===== config.mk =====
export PLATFORM = sky130hd
export DESIGN_NAME = rvfi_monitor_rv32imc
export DESIGN_NICKNAME = d
export VERILOG_FILES = /design/src/rtl/rvfi_monitor_rv32imc.sv
export SDC_FILE = /design/constraint.sdc
export NUM_CORES = 2
export LEC_CHECK = 0
export CAP_MARGIN = 40
export CELL_PAD_IN_SITES_DETAIL_PLACEMENT = 1
export CELL_PAD_IN_SITES_GLOBAL_PLACEMENT = 1
export CORE_MARGIN = 2
export CORE_UTILIZATION = 54
export DETAILED_ROUTE_END_ITERATION = 10
export PLACE_DENSITY = 0.85
export SETUP_SLACK_MARGIN = 0.3
export SYNTH_ARGS = -nofsm -noshare
export SYNTH_HDL_FRONTEND = slang
export SYNTH_SLANG_ARGS = --single-unit
export TNS_END_PERCENT = 50

===== constraint.sdc =====
create_clock -name clock -period 8.8 [get_ports clock]
set_input_delay 1.76 -clock clock [delete_from_list [all_inputs] [get_ports clock]]
set_output_delay 1.76 -clock clock [all_outputs]
set_load 0.01 [all_outputs]

===== src/rtl/rvfi_monitor_rv32imc.sv =====
// Passive RVFI commit-stream checker for a single-retire RV32IMC core.
// Latches the code of the first self-consistency violation until reset.
module rvfi_monitor_rv32imc #(
    parameter int XLEN    = 32,
    parameter int ORDER_W = 64
) (
    input  logic               clock,
    input  logic               reset,
    input  logic               rvfi_valid,
    input  logic [ORDER_W-1:0] rvfi_order,
    input  logic [31:0]        rvfi_insn,
    input  logic               rvfi_trap,
    input  logic               rvfi_halt,
    input  logic               rvfi_intr,
    input  logic [1:0]         rvfi_mode,
    input  logic [4:0]         rvfi_rs1_addr,
    input  logic [4:0]         rvfi_rs2_addr,
    input  logic [XLEN-1:0]    rvfi_rs1_rdata,
    input  logic [XLEN-1:0]    rvfi_rs2_rdata,
    input  logic [4:0]         rvfi_rd_addr,
    input  logic [XLEN-1:0]    rvfi_rd_wdata,
    input  logic [XLEN-1:0]    rvfi_pc_rdata,
    input  logic [XLEN-1:0]    rvfi_pc_wdata,
    input  logic [XLEN-1:0]    rvfi_mem_addr,
    input  logic [3:0]         rvfi_mem_rmask,
    input  logic [3:0]         rvfi_mem_wmask,
    input  logic [XLEN-1:0]    rvfi_mem_rdata,
    input  logic [XLEN-1:0]    rvfi_mem_wdata,
    input  logic               rvfi_mem_extamo,
    output logic [15:0]        errcode
);

    localparam logic [15:0] ERR_NONE   = 16'd0;
    localparam logic [15:0] ERR_ORDER  = 16'd1;
    localparam logic [15:0] ERR_PC     = 16'd2;
    localparam logic [15:0] ERR_ALIGN  = 16'd3;
    localparam logic [15:0] ERR_RS1    = 16'd4;
    localparam logic [15:0] ERR_RS2    = 16'd5;
    localparam logic [15:0] ERR_RD0    = 16'd6;
    localparam logic [15:0] ERR_RWMASK = 16'd7;
    localparam logic [15:0] ERR_MASK   = 16'd8;
    localparam logic [15:0] ERR_TRAP   = 16'd9;
    localparam logic [15:0] ERR_AMO    = 16'd10;

    logic [15:0]        err_q, err_d;
    logic [ORDER_W-1:0] exp_order_q, exp_order_d;
    logic               first_q, first_d;
    logic [XLEN-1:0]    last_pc_q, last_pc_d;
    logic [XLEN-1:0]    shadow_q [32];
    logic [XLEN-1:0]    shadow_d [32];
    logic [31:0]        shadow_vld_q, shadow_vld_d;

    logic        order_bad, pc_bad, align_bad, rs1_bad, rs2_bad, rd0_bad;
    logic        rw_bad, mask_bad;
    logic [15:0] code;

    // Legal byte-lane patterns: any single byte, aligned halves, or full word.
    function automatic logic mask_ok(input logic [3:0] m);
        logic ok;
        case (m)
            4'b0000, 4'b0001, 4'b0010, 4'b0100, 4'b1000,
            4'b0011, 4'b1100, 4'b1111: ok = 1'b1;
            default:                   ok = 1'b0;
        endcase
        return ok;
    endfunction

    always_comb begin
        order_bad = (rvfi_order != exp_order_q);
        pc_bad    = !first_q && (rvfi_pc_rdata != last_pc_q);
        align_bad = rvfi_pc_rdata[0] || rvfi_pc_wdata[0];
        // x0 must read zero; other registers compare against the last value written.
        rs1_bad   = (rvfi_rs1_addr == 5'd0) ? (rvfi_rs1_rdata != '0)
                  : (shadow_vld_q[rvfi_rs1_addr] && (shadow_q[rvfi_rs1_addr] != rvfi_rs1_rdata));
        rs2_bad   = (rvfi_rs2_addr == 5'd0) ? (rvfi_rs2_rdata != '0)
                  : (shadow_vld_q[rvfi_rs2_addr] && (shadow_q[rvfi_rs2_addr] != rvfi_rs2_rdata));
        rd0_bad   = (rvfi_rd_addr == 5'd0) && (rvfi_rd_wdata != '0);
        rw_bad    = (rvfi_mem_rmask != 4'd0) && (rvfi_mem_wmask != 4'd0);
        mask_bad  = !mask_ok(rvfi_mem_rmask) || !mask_ok(rvfi_mem_wmask);
    end

    always_comb begin
        code = ERR_NONE;
        if (order_bad)            code = ERR_ORDER;
        else if (pc_bad)          code = ERR_PC;
        else if (align_bad)       code = ERR_ALIGN;
        else if (rs1_bad)         code = ERR_RS1;
        else if (rs2_bad)         code = ERR_RS2;
        else if (rd0_bad)         code = ERR_RD0;
        else if (rw_bad)          code = ERR_RWMASK;
        else if (mask_bad)        code = ERR_MASK;
        else if (rvfi_trap)       code = ERR_TRAP;
        else if (rvfi_mem_extamo) code = ERR_AMO;
    end

    // Tracking follows every commit, even faulty ones, so one bad commit
    // does not cascade into spurious order/PC errors on later ones.
    always_comb begin
        err_d        = err_q;
        exp_order_d  = exp_order_q;
        first_d      = first_q;
        last_pc_d    = last_pc_q;
        shadow_d     = shadow_q;
        shadow_vld_d = shadow_vld_q;
        if (rvfi_valid) begin
            if (err_q == ERR_NONE) begin
                err_d = code;
            end
            exp_order_d = rvfi_order + 1'b1;
            last_pc_d   = rvfi_pc_wdata;
            first_d     = 1'b0;
            if (rvfi_rd_addr != 5'd0) begin
                shadow_d[rvfi_rd_addr]     = rvfi_rd_wdata;
                shadow_vld_d[rvfi_rd_addr] = 1'b1;
            end
        end
    end

    always_ff @(posedge clock) begin
        if (!reset) begin
            err_q        <= ERR_NONE;
            exp_order_q  <= '0;
            first_q      <= 1'b1;
            last_pc_q    <= '0;
            shadow_vld_q <= '0;
        end else begin
            err_q        <= err_d;
            exp_order_q  <= exp_order_d;
            first_q      <= first_d;
            last_pc_q    <= last_pc_d;
            shadow_vld_q <= shadow_vld_d;
        end
    end

    // Shadow data is qualified by shadow_vld_q, so it needs no reset.
    always_ff @(posedge clock) begin
        shadow_q <= shadow_d;
    end

    assign errcode = err_q;

    logic unused_inputs;
    assign unused_inputs = ^{rvfi_insn, rvfi_halt, rvfi_intr, rvfi_mode,
                             rvfi_mem_addr, rvfi_mem_rdata, rvfi_mem_wdata};

endmodule


==> impl_metrics.tcl <==
set metrics [dict create \
    ys_types 80 \
    pre_cts_ws_ns 2.41 \
    clock-sinks 1157 \
    firstDrtPassIters 7 \
    max_freq_ghz 0.171 \
    cts_setup_buffers 0 \
    finalHoldViolations 0 \
    cts_buffers 117 \
    postRouteWirelength_um 215000 \
    syn_area_per_cell_um2 16.2 \
    ys_ff_latch 1157 \
    syn-cell-area_mm2 0.0558 \
    die_x_um 325 \
    crit_fanout 23 \
    ant_nets 0 \
    final-seq-area_mm2 0.0334 \
    cellLeakagePower_nw 21.2 \
    drc 0 \
    dieArea_mm2 0.106 \
    clock_latency_ns 0.72 \
    wl_per_cell_um 41.0 \
    portBuffers 255 \
    finalPower_w 0.0127 \
    grt_setup_unrepaired "false" \
    worstPathCellList "buf_4 > buf_4 > nor2b_1 > a22o_1 > a221oi_1 > a32oi_1 > nor2_1 > a2111oi_0 > and4_1 > a41oi_2 > nor4b_2 > a22o_1" \
    areaGrowthSynthToFinish_pct 15.6 \
    first_iter_violations 7028 \
    cpPeakStageDelay_ns 0.84 \
    grt_max_degree 100 \
    path_clk_slew_ns 0.06 \
    h-tree-depth 3 \
    relSlewSlack_pct 27.5 \
    grt_pass1_wl_um 303000 \
    synthCells 3435 \
    finalSetupViolCount 0 \
    fin_crit_sh_pct 66.4 \
    ios 400 \
    drive_above_1_share_pct 22.1 \
    final_common_cell "edfxtp_1" \
    synthArstFlopShare_pct 0 \
    stdcell_count 5236 \
    fin_tns_setup_ns 0 \
    multi_input_area_mm2 0.0214 \
    die_h_um 325 \
    antenna_found_initial 8 \
    vias 39800 \
    hp-class "reg -> reg" \
    status "finished, final reports clean" \
    dp.cells 5004 \
    finalCriticalPeriod_ns 5.84 \
    post_cts_resized 0 \
    power.density_mw_per_mm2 196 \
    root_buffer "clkbuf_16" \
    layout_common_cells "edfxtp_1, mux4_2, mux2i_1, clkdlybuf4s50_1, nor2_1" \
    critPathCaptureType "flop" \
    start_kind "input port" \
    slew_viol_final 0 \
    fp.coreArea_mm2 0.102 \
    cp.arrival_ns 6.51 \
    critPathKind "in -> reg" \
    ys.flop_type "edfxtp_1" \
    place.gp.congestion 0.936 \
    grt_overflow 0 \
    fin_ws_ns 2.96 \
    cp.required_ns 9.46 \
    skew_ns 0.0292 \
    synth_edf_count 1024 \
    irDropWorstVdd_v 0.000159 \
    yosys_warnings 0 \
    holdWs_ns 0.496 \
    clockBufferDepth 3 \
    cts_tree "done" \
    grt_usage_pct 40.1 \
    hold_buffers 0 \
    grt_pass1_vias 41100 \
    tightest_slew_ns 1.09 \
    cp_slowest_cell "nor2b_1" \
    drv_cap 0 \
    vias_per_cell 7.60 \
    fp-row-count 117 \
    num-fill-cells 9091 \
    nets 4146 \
    dp_hpwl_um 130000 \
    start_util_pct 54.6 \
    seq_area_frac_synth_pct 59.9 \
]
==> power breakdown <==
part	internal (W)	switching (W)	total (W)
Clock	0.00286	0.00225	0.00510
Sequential	0.00607	0.0000661	0.00614
Combinational	0.000559	0.000855	0.00141
==> through the flow <==
stage / cell area [µm²] / utilization [%]
3_5_place_dp: 60600 / 59.3
5_1_grt: 64500 / 63.1
6_report: 64500 / 63.1
4_1_cts: 64400 / 63.0
2_1_floorplan: 56000 / -
3_3_place_gp: 60100 / 58.8
==> flip-flops by register name (all words and copies together), names as in the netlist <==
signal        cells
exp_order_q      64
first_q           1
shadow_vld_q     32
shadow_q       1024
last_pc_q        32
errcode           4
==> cells in the mapped netlist (all sizes together) (22+ instances only) <==
cell / count / area [µm²]
a211oi: 53 / 403
a21oi: 35 / 179
a221oi: 34 / 298
a22oi: 123 / 923
buf: 168 / 1050
clkbuf: 72 / 270
dfxtp: 133 / 2660
edfxtp: 1024 / 30700
inv: 22 / 82.6
mux2: 22 / 248
mux2i: 283 / 2830
mux4: 436 / 9820
nand2: 112 / 420
nand3: 68 / 345
nand4: 61 / 382
nor2: 230 / 871
nor4: 52 / 340
o21ai: 58 / 290
o22ai: 27 / 169
xnor2: 97 / 850
xor2: 105 / 920
==> metal layers <==
| layer | share of wire (%) | track usage (%) | vias up |
|---|---|---|---|
| met5 | 0.026 | 0 | - |
| met3 | 16 | 15.2 | 1019 |
| li1 | - | - | 14700 |
| met1 | 32 | 49.5 | 20000 |
| met4 | 7.5 | 25.3 | 4 |
| met2 | 45 | 59.8 | 4034 |
==> final timing paths <==
check                         from             end  slack, ns  depth (start not counted)
setup / recovery  rvfi_rs2_addr[3]      errcode[3]       2.96                         12
hold / removal      exp_order_q[8]  exp_order_q[8]       0.50                          2
setup reg to reg     shadow_q[501]      errcode[3]       4.85                          9
hold reg to reg     exp_order_q[8]  exp_order_q[8]       0.50                          2
==> cells by family after synthesis <==
| family | after synthesis | synth area share (%) |
|---|---|---|
| multiplexers | 741 | 23.1 |
| other | 1 | 0.00672 |
| flip-flops | 1157 | 59.9 |
| AND/OR/NAND/NOR | 660 | 5.90 |
| buffers and inverters | 263 | 2.52 |
| XOR/XNOR | 202 | 3.17 |
| adder cells (fa/ha/maj) | 3 | 0.0673 |
| AO/OA/AOI/OAI | 408 | 5.33 |
==> area by class of cell <==
cell class / instances / share of cell area [%]
well taps: 1368 / 2.65
diodes: 8 / 0.0311
repair buffers: 402 / 6.27
flip-flops and latches: 1157 / 51.8
clock buffers: 143 / 4.84
inverters: 23 / 0.136
clock inverters: 77 / 1.03
multi-input cells: 2058 / 33.2
==> critical path, delay by kind of cell <==
kind | cells | cell delay (ns)
buffers and inverters | 2 | 0.87
AND/OR/NAND/NOR | 4 | 1.68
AO/OA/AOI/OAI | 6 | 2.11
Note: power is estimated with default switching activity, not from simulation.
